**src/rtl/bram_loader.sv**
```systemverilog
// bram_loader: framed byte stream to 16-bit BRAM write-port loader with checksum and timeout
// Ports:
//   clk, rst           - clock (also BRAM wclk), asynchronous active-high reset
//   in_valid, in_data  - byte stream from the serial receiver
//   in_ready           - loader takes the byte this cycle (transfer = in_valid && in_ready)
//   we, waddr, wdata   - BRAM write port, one-cycle we pulse per assembled word
//   busy               - frame in progress, CPU held in reset while high
//   done               - one-cycle pulse as a frame ends
//   err                - last frame failed (bad checksum or inter-byte timeout)
module bram_loader #(
    parameter logic [7:0]  START_ADDR = 8'h00,
    parameter logic [23:0] TIMEOUT    = 24'd1_000_000
) (
    input  logic        clk,
    input  logic        rst,
    input  logic        in_valid,
    input  logic [7:0]  in_data,
    output logic        in_ready,
    output logic        we,
    output logic [7:0]  waddr,
    output logic [15:0] wdata,
    output logic        busy,
    output logic        done,
    output logic        err
);
    typedef enum logic [2:0] {S_IDLE, S_COUNT, S_HI, S_LO, S_WRITE, S_CHECK, S_END} state_t;
    state_t      state;
    logic [7:0]  hi;
    logic [7:0]  sum;
    logic [7:0]  idx;
    logic [8:0]  rem;
    logic [23:0] tmr;
    logic        xfer;
    logic        waiting;
    logic        timeout;
    assign in_ready = state != S_WRITE && state != S_END;
    assign busy     = state != S_IDLE;
    assign xfer     = in_valid && in_ready;
    // the idle-cycle timer only runs while a frame is waiting for its next byte
    assign waiting  = state == S_COUNT || state == S_HI || state == S_LO || state == S_CHECK;
    assign timeout  = waiting && !xfer && tmr == TIMEOUT - 24'd1;
    always_ff @(posedge clk or posedge rst) begin
        if (rst) begin
            state <= S_IDLE;
            hi    <= 8'h00;
            sum   <= 8'h00;
            idx   <= 8'h00;
            rem   <= 9'h000;
            tmr   <= 24'h0;
            we    <= 1'b0;
            waddr <= START_ADDR;
            wdata <= 16'h0000;
            done  <= 1'b0;
            err   <= 1'b0;
        end else begin
            we   <= 1'b0;
            done <= 1'b0;
            tmr  <= (waiting && !xfer) ? tmr + 24'd1 : 24'h0;
            if (timeout) begin
                err   <= 1'b1;
                done  <= 1'b1;
                state <= S_END;
            end else begin
                case (state)
                    S_IDLE: if (xfer && in_data == 8'hA5) begin
                        err   <= 1'b0;
                        sum   <= 8'h00;
                        idx   <= 8'h00;
                        state <= S_COUNT;
                    end
                    // a count of zero means 256 words
                    S_COUNT: if (xfer) begin
                        rem   <= {in_data == 8'h00, in_data};
                        state <= S_HI;
                    end
                    S_HI: if (xfer) begin
                        hi    <= in_data;
                        sum   <= sum + in_data;
                        state <= S_LO;
                    end
                    // the write-port registers load here so they are valid throughout WRITE
                    S_LO: if (xfer) begin
                        sum   <= sum + in_data;
                        we    <= 1'b1;
                        waddr <= START_ADDR + idx;
                        wdata <= {hi, in_data};
                        idx   <= idx + 8'd1;
                        rem   <= rem - 9'd1;
                        state <= S_WRITE;
                    end
                    S_WRITE: state <= (rem == 9'd0) ? S_CHECK : S_HI;
                    S_CHECK: if (xfer) begin
                        if (in_data != sum) err <= 1'b1;
                        done  <= 1'b1;
                        state <= S_END;
                    end
                    S_END: state <= S_IDLE;
                    default: state <= S_IDLE;
                endcase
            end
        end
    end
endmodule

```
**config.mk**
```make
export PLATFORM = sky130hd
export DESIGN_NAME = bram_loader
export DESIGN_NICKNAME = d
export VERILOG_FILES = /design/src/rtl/bram_loader.sv
export SDC_FILE = /design/constraint.sdc
export NUM_CORES = 1
export LEC_CHECK = 0
export CAP_MARGIN = 20
export CORE_ASPECT_RATIO = 1.4
export CORE_UTILIZATION = 58
export DETAILED_ROUTE_END_ITERATION = 6
export PLACE_DENSITY = 0.8
export SETUP_SLACK_MARGIN = 0.15
export SYNTH_ARGS = -nofsm -noshare
export SYNTH_HDL_FRONTEND = slang
export SYNTH_SLANG_ARGS = --single-unit
export TNS_END_PERCENT = 100
```
**constraint.sdc**
```tcl
create_clock -name clk -period 3 [get_ports clk]
set_input_delay 0.3 -clock clk [delete_from_list [all_inputs] [get_ports clk]]
set_output_delay 0.3 -clock clk [all_outputs]
set_load 0.005 [all_outputs]
```
# ---- Word level (Yosys, flattened, before mapping)
# Index checks and enable logic that the tools add are counted.
dict set report op_classes {
  addsub 4
  n_bitwise 1
  n_eq_ne 20
  muxes 27
  n_reduce_logical 25
}
# op n
set op_table {}
lappend op_table {{$pmux W8 S2} 2}
lappend op_table {{$add A24 B1 Y24 const B} 1}
lappend op_table {{$eq A24 B20 Y1 const B} 1}
lappend op_table {{$mux W24} 1}
lappend op_table {{$mux W8} 3}
lappend op_table {{$mux W3} 7}
lappend op_table {{$ne A3 B3 Y1 const B} 7}
lappend op_table {{$mux W9} 2}
lappend op_table {{$pmux W3 S6} 1}
lappend op_table {{$pmux W9 S2} 1}
lappend op_table {{$reduce_and A4 Y1} 4}
lappend op_table {{$logic_not A9 Y1} 1}
lappend op_table {{$mux W1} 9}
lappend op_table {{$sub A9 B1 Y9 const B} 1}
lappend op_table {{$add A8 B1 Y8 const B} 1}
lappend op_table {{$add A8 B8 Y8} 1}
lappend op_table {{$eq A8 B8 Y1 const B} 1}
lappend op_table {{$logic_not A8 Y1} 1}
lappend op_table {{$ne A8 B8 Y1} 1}
lappend op_table {{$eq A3 B2 Y1 const B} 2}
lappend op_table {{$eq A3 B3 Y1 const B} 2}
lappend op_table {{$ne A2 B2 Y1 const B} 3}
lappend op_table {{$reduce_and A3 Y1} 2}
lappend op_table {{$reduce_bool A2 Y1} 3}
lappend op_table {{12 further kinds} 19}
dict set report word_totals {
  word_cells 88
  regBits 87
  out_inout_bits 29
  input_bits 11
}

# ---- Depth between registers and ports, before layout
dict set report depth {
  word_depth 8
  mapped_depth 9
  mapped_depth_nobuf 7
}

# ---- Worst setup path after synthesis
# No wires, ideal clock.
dict set report synth_path {
  kind {flip-flop to flip-flop}
  start {reg tmr[10]}
  end {reg sum[7]}
  n_path_buf 1
  path_slack_ps 1146
  required_ps 2859
  arrival_ps 1714
  stages_incl_launch_ff 7
  setup_time_ps 141
  period_less_slack_ps 1854
  path_cell_list {dfrtp_1 nor4_1 nand4b_1 o41ai_4 or2_1 buf_6 o311ai_2}
}
dict set report synth_between {
  elab_chain_len 4
}
# element line_no
set synth_lines {}
lappend synth_lines {{start, declared} 32} ;# logic [23:0] tmr;
lappend synth_lines {{start signal, assigned} 58} ;# tmr <= (waiting && !xfer) ? tmr + 24'd1 : 24'h0;
lappend synth_lines {{$eq A24 B20 Y1} 41} ;# assign timeout = waiting && !xfer && tmr == TIMEOUT - 24'd1;
lappend synth_lines {{$logic_and A1 B1 Y1} 41}
lappend synth_lines {{$not A1 Y1 (no line)} n/a}
lappend synth_lines {{$reduce_and A4 Y1 (no line)} n/a}
lappend synth_lines {{end signal, assigned} 78} ;# sum <= sum + in_data;
lappend synth_lines {{end signal, assigned} 83} ;# sum <= sum + in_data;
lappend synth_lines {{end, declared} 29} ;# logic [7:0] sum;
# No other way between the ends.
# A chain may end at the register's enable or synchronous reset.

# ---- Worst setup path in the final report
dict set report layout_path {
  start {reg state[1]}
  end {reg sum[7]}
}
dict set report layout_between {
  elab_chain_len 8
  word_cells_on_any_way 23
  classes_between {eq/ne: 8; mux: 1; bitwise: 1; reduce/logical: 13}
}
# element line_no
set layout_lines {}
lappend layout_lines {{start, declared} 27} ;# state_t state;
lappend layout_lines {{start signal, assigned} 91} ;# S_WRITE: state <= (rem == 9'd0) ? S_CHECK : S_HI;
lappend layout_lines {{$eq A3 B1 Y1 (tied with other cells)} 40} ;# assign waiting = state == S_COUNT || state == S_HI || state == S_LO || state == S_CHECK;
lappend layout_lines {{$logic_or A1 B1 Y1 / $logic_and A1 B1 Y1 (equally long branches)} {40, 36}}
lappend layout_lines {{$logic_or A1 B1 Y1 / $logic_and A1 B1 Y1 (equally long branches)} {40, 38}}
lappend layout_lines {{$logic_or A1 B1 Y1 / $logic_not A1 Y1 (equally long branches)} {40, 41}}
lappend layout_lines {{$logic_and A1 B1 Y1 (2 in a row)} 41}
lappend layout_lines {{$not A1 Y1 (no line)} n/a}
lappend layout_lines {{$reduce_and A4 Y1 (no line)} n/a}
# Several ways; a longest one is shown, not always the timed one.

==> implementation parameters <==
Parameter                              Value

Global route
  Via count of the first global-routing pass ... 3508
  Global routing usage summed across all routing layers ... 0.277
  Initial antenna violation count ... 0
  Maximum number of pins on one net before global-route repair ... 45
  First-pass GRT wire length ... 16500 microns
  Remaining global-route overflow ... 0

Floorplan
  Effective utilization at floorplan ... 0.597
  # rows ... 37
  Core box area ... 7360 sq um
  Ports ... 40
  Area of the die ... 7930 sq um
  Die extent in y ... 105 microns
  X dimension of the die ... 75.6 microns

Synth
  Library cell with the highest instance count after synthesis ... nand2_1
  Main area contributors after synthesis ... dfrtp_1 (50%), nand2_1 (8.3%), o21ai_0 (4.4%)
  Main synth FF type ... dfrtp_1
  Fraction of post-synthesis cell area in the top cell type by area ... 0.495
  Mapped cell area ... 4390 sq um
  Register bit total from synthesis ... 87
  Synth top cells by count ... nand2_1 (97), dfrtp_1 (87), o21ai_0 (39)
  Post-Synthesis Mean Instance Area ... 9.27 sq um
  Number of synthesized flops with an enable pin ... 0
  Yosys warning count ... 0
  Number of cells produced by synthesis ... 474
  Share of synthesized registers carrying an async set or reset ... 1.00
  Unique cell type count in the Yosys netlist ... 59
  Synth area leader ... dfrtp_1
  Share of synthesized area occupied by flip-flops and latches ... 0.495
  Net count after synthesis ... 496

Routing
  Final antenna-violating net count ... 0
  Count of TritonRoute iterations in the first routing pass ... 5
  Average vias per placed instance ... 5.93
  Count of unresolved DRC violations after routing ... 0
  Post-DR wirelength/cell ... 16.3 microns
  Drt first-iter violations ... 206
  Drt total wl ... 9970 microns
  Vias ... 3622

Setup path
  R2R Path End ... sum[7]
  Cell depth of the worst setup path ... 5
  Crit path required time ... 3.25 ns
  Source of the critical timing path ... state[1]
  CP Cell Sequence ... nor2b_2 -> o21ai_4 -> o41ai_4 -> or2_1 -> o311ai_2
  Endpoint kind of the worst setup timing path ... flop
  Data arrival time of the critical path ... 2.79 ns
  Buffering stage count on the worst path with inverters included ... 0
  Kind of cell with the highest combined delay on the critical path ... compound AO/OA/AOI/OAI gates
  Source of the worst register-to-register timing path ... state[1]
  Critical path class ... reg -> reg
  Worst Reg2Reg Path Length in Cells ... 5
  Critical path fanouts, max ... 25
  Reg-to-reg slack, setup ... 0.46 ns
  Max stage delay cell, worst path ... o41ai_4
  Largest stage delay, worst path ... 0.79 ns
  Worst Setup Start Kind ... flop

STA
  Setup repair after global routing missed its margin ... false
  Worst setup margin ... 0.463 ns
  Hold Vio Cnt, Final ... 0
  Worst clock skew on the final layout ... 0.00832 ns
  Fin crit share ... 0.846
  Final Slew Violations ... 0
  Number of endpoints failing setup at the final stage ... 0
  Slew margin rel. ... 0.457
  Sum of negative setup slack ... 0 ns
  Achievable frequency ... 0.394 GHz
  Min Tclk post-route ... 2.54 ns
  Slew at the pin closest to its max-slew limit ... 0.811 ns

Place
  Routability-driven placement congestion ratio ... 0.875
  Half-perimeter wire length after detailed placement ... 6790 microns
  Setup WS pre-CTS ... 0.398 ns
  Number of buffers inserted by port buffering ... 39
  Total instance count after detailed placement ... 595

Power
  Clock power frac ... 0.225
  Power dissipated by switching net loads ... 0.00152 W
  Static leakage ... 2.25 nW
  Total power divided by cell area ... 827 nW/um^2
  Switching Share ... 0.359
  Reg power frac ... 0.411
  Worst vdd rail ir drop ... 507 uV
  Cell internal power dissipation ... 0.00271 W
  Power share of the combinational group ... 0.364

Final layout
  Combined flip-flop and latch cell area ... 2180 sq um
  Number of antenna repair diodes ... 0
  Non-Filler Instances ... 611
  Layout Area Growth over Synthesis ... 16.2%
  Proportion of layout cells with a drive suffix above 1 ... 0.0837
  Number of nets in the final layout ... 531
  Filler cell count in the final layout ... 570
  Multi-input combinational cell area ... 2050 sq um

Clock tree
  Root buffer selected by CTS ... clkbuf_8
  Clock latency reported for the late side of the worst-skew pair ... 0.37 ns
  Clock transition at the register clock pins on the worst setup and hold paths after CTS ... 0.09 ns
  Number of buffers inserted for hold repair after clock tree synthesis ... 0
  Number of buffers added by the clock tree synthesis step ... 9
  H-tree depth ... 3
  CTS max path bufs ... 2
  Number of gates given a new drive strength after cts ... 0
  TritonCTS clock tree ... done
  # clock sinks ... 87
  Setup Buffers After CTS ... 0

Outcome
  Outcome ... finished, final reports clean

Run
  Number of max-cap violations ... 0

Worst hold path
  HP Class ... in -> async
## sequential cells by signal, indices dropped and copies added, names as in the netlist
signal and cells:
tmr 24, we 1, done 1, err 1
rem 9, state 3, idx 8, hi 8
wdata 16, waddr 8, sum 8
## worst max path at each step
stage,end,slack [ns]
after floorplan,done,0.45
after global placement,sum[7],0.44
after detailed placement,sum[7],0.40
after CTS,sum[7],0.49
after global routing,sum[5],0.30
final,sum[7],0.46
## placed cells by master (no fill, tap or decap), types with 10 or more instances in the layout
master | netlist | final
a21oi_1 | 16 | 16
clkbuf_8 | 0 | 11
clkdlybuf4s50_1 | 0 | 39
dfrtp_1 | 87 | 87
ha_1 | 10 | 10
inv_1 | 14 | 13
nand2_1 | 97 | 97
nand3_1 | 20 | 20
nor2_1 | 36 | 36
nor3_1 | 10 | 10
nor4_1 | 15 | 15
o21ai_0 | 39 | 39
xnor2_1 | 16 | 16
## cells by family after synthesis
| logic type | share of synthesized area |
|---|---|
| xor gates and xnor gates | 0.0478 |
| muxes | 0.0231 |
| adders and majority gates | 0.0330 |
| buffers and inverters | 0.0379 |
| and+or+nand+nor | 0.231 |
| AOI/OAI and AO/OA | 0.132 |
| DFF | 0.495 |
## metrics by stage
step / hold WS, ns / total power [W] / util / area (sq um)
floorplan: 0.405 / 0.00274 / - / 4390
global placement: 0.449 / 0.00323 / 0.662 / 4870
detailed placement: 0.451 / 0.00328 / 0.662 / 4870
CTS: 0.382 / 0.00423 / 0.694 / 5100
global route: 0.442 / 0.00450 / 0.694 / 5100
finish: 0.362 / 0.00422 / 0.694 / 5100
## cell type report
| cell class | instances | share of cell area |
|---|---|---|
| clock buffers | 12 | 0.0304 |
| clock inverters | 4 | 0.0150 |
| inverters | 14 | 0.0105 |
| multi-input cells | 349 | 0.402 |
| flip-flops and latches | 87 | 0.426 |
| well taps | 97 | 0.0238 |
| repair buffers | 48 | 0.0922 |
## power groups by stage
stage               Clock (W)  Combinational, W  Sequential, W
floorplan                   0           0.00106        0.00167
global placement            0           0.00149        0.00174
detailed placement          0           0.00153        0.00175
CTS                  0.000956           0.00154        0.00173
global route          0.00101           0.00172        0.00178
finish               0.000950           0.00154        0.00173
## per-layer routing
| metal | vias up | wire length, microns | part of all wire | track usage |
|---|---|---|---|---|
| met3 | 18 | 418 | 0.042 | 0.0511 |
| met2 | 104 | 5050 | 0.51 | 0.445 |
| li1 | 1719 | - | - | - |
| met4 | 0 | 228 | 0.023 | 0.120 |
| met5 | - | 0 | 0 | 0 |
| met1 | 1781 | 4280 | 0.43 | 0.357 |
Note: power is estimated with default switching activity, not from simulation.
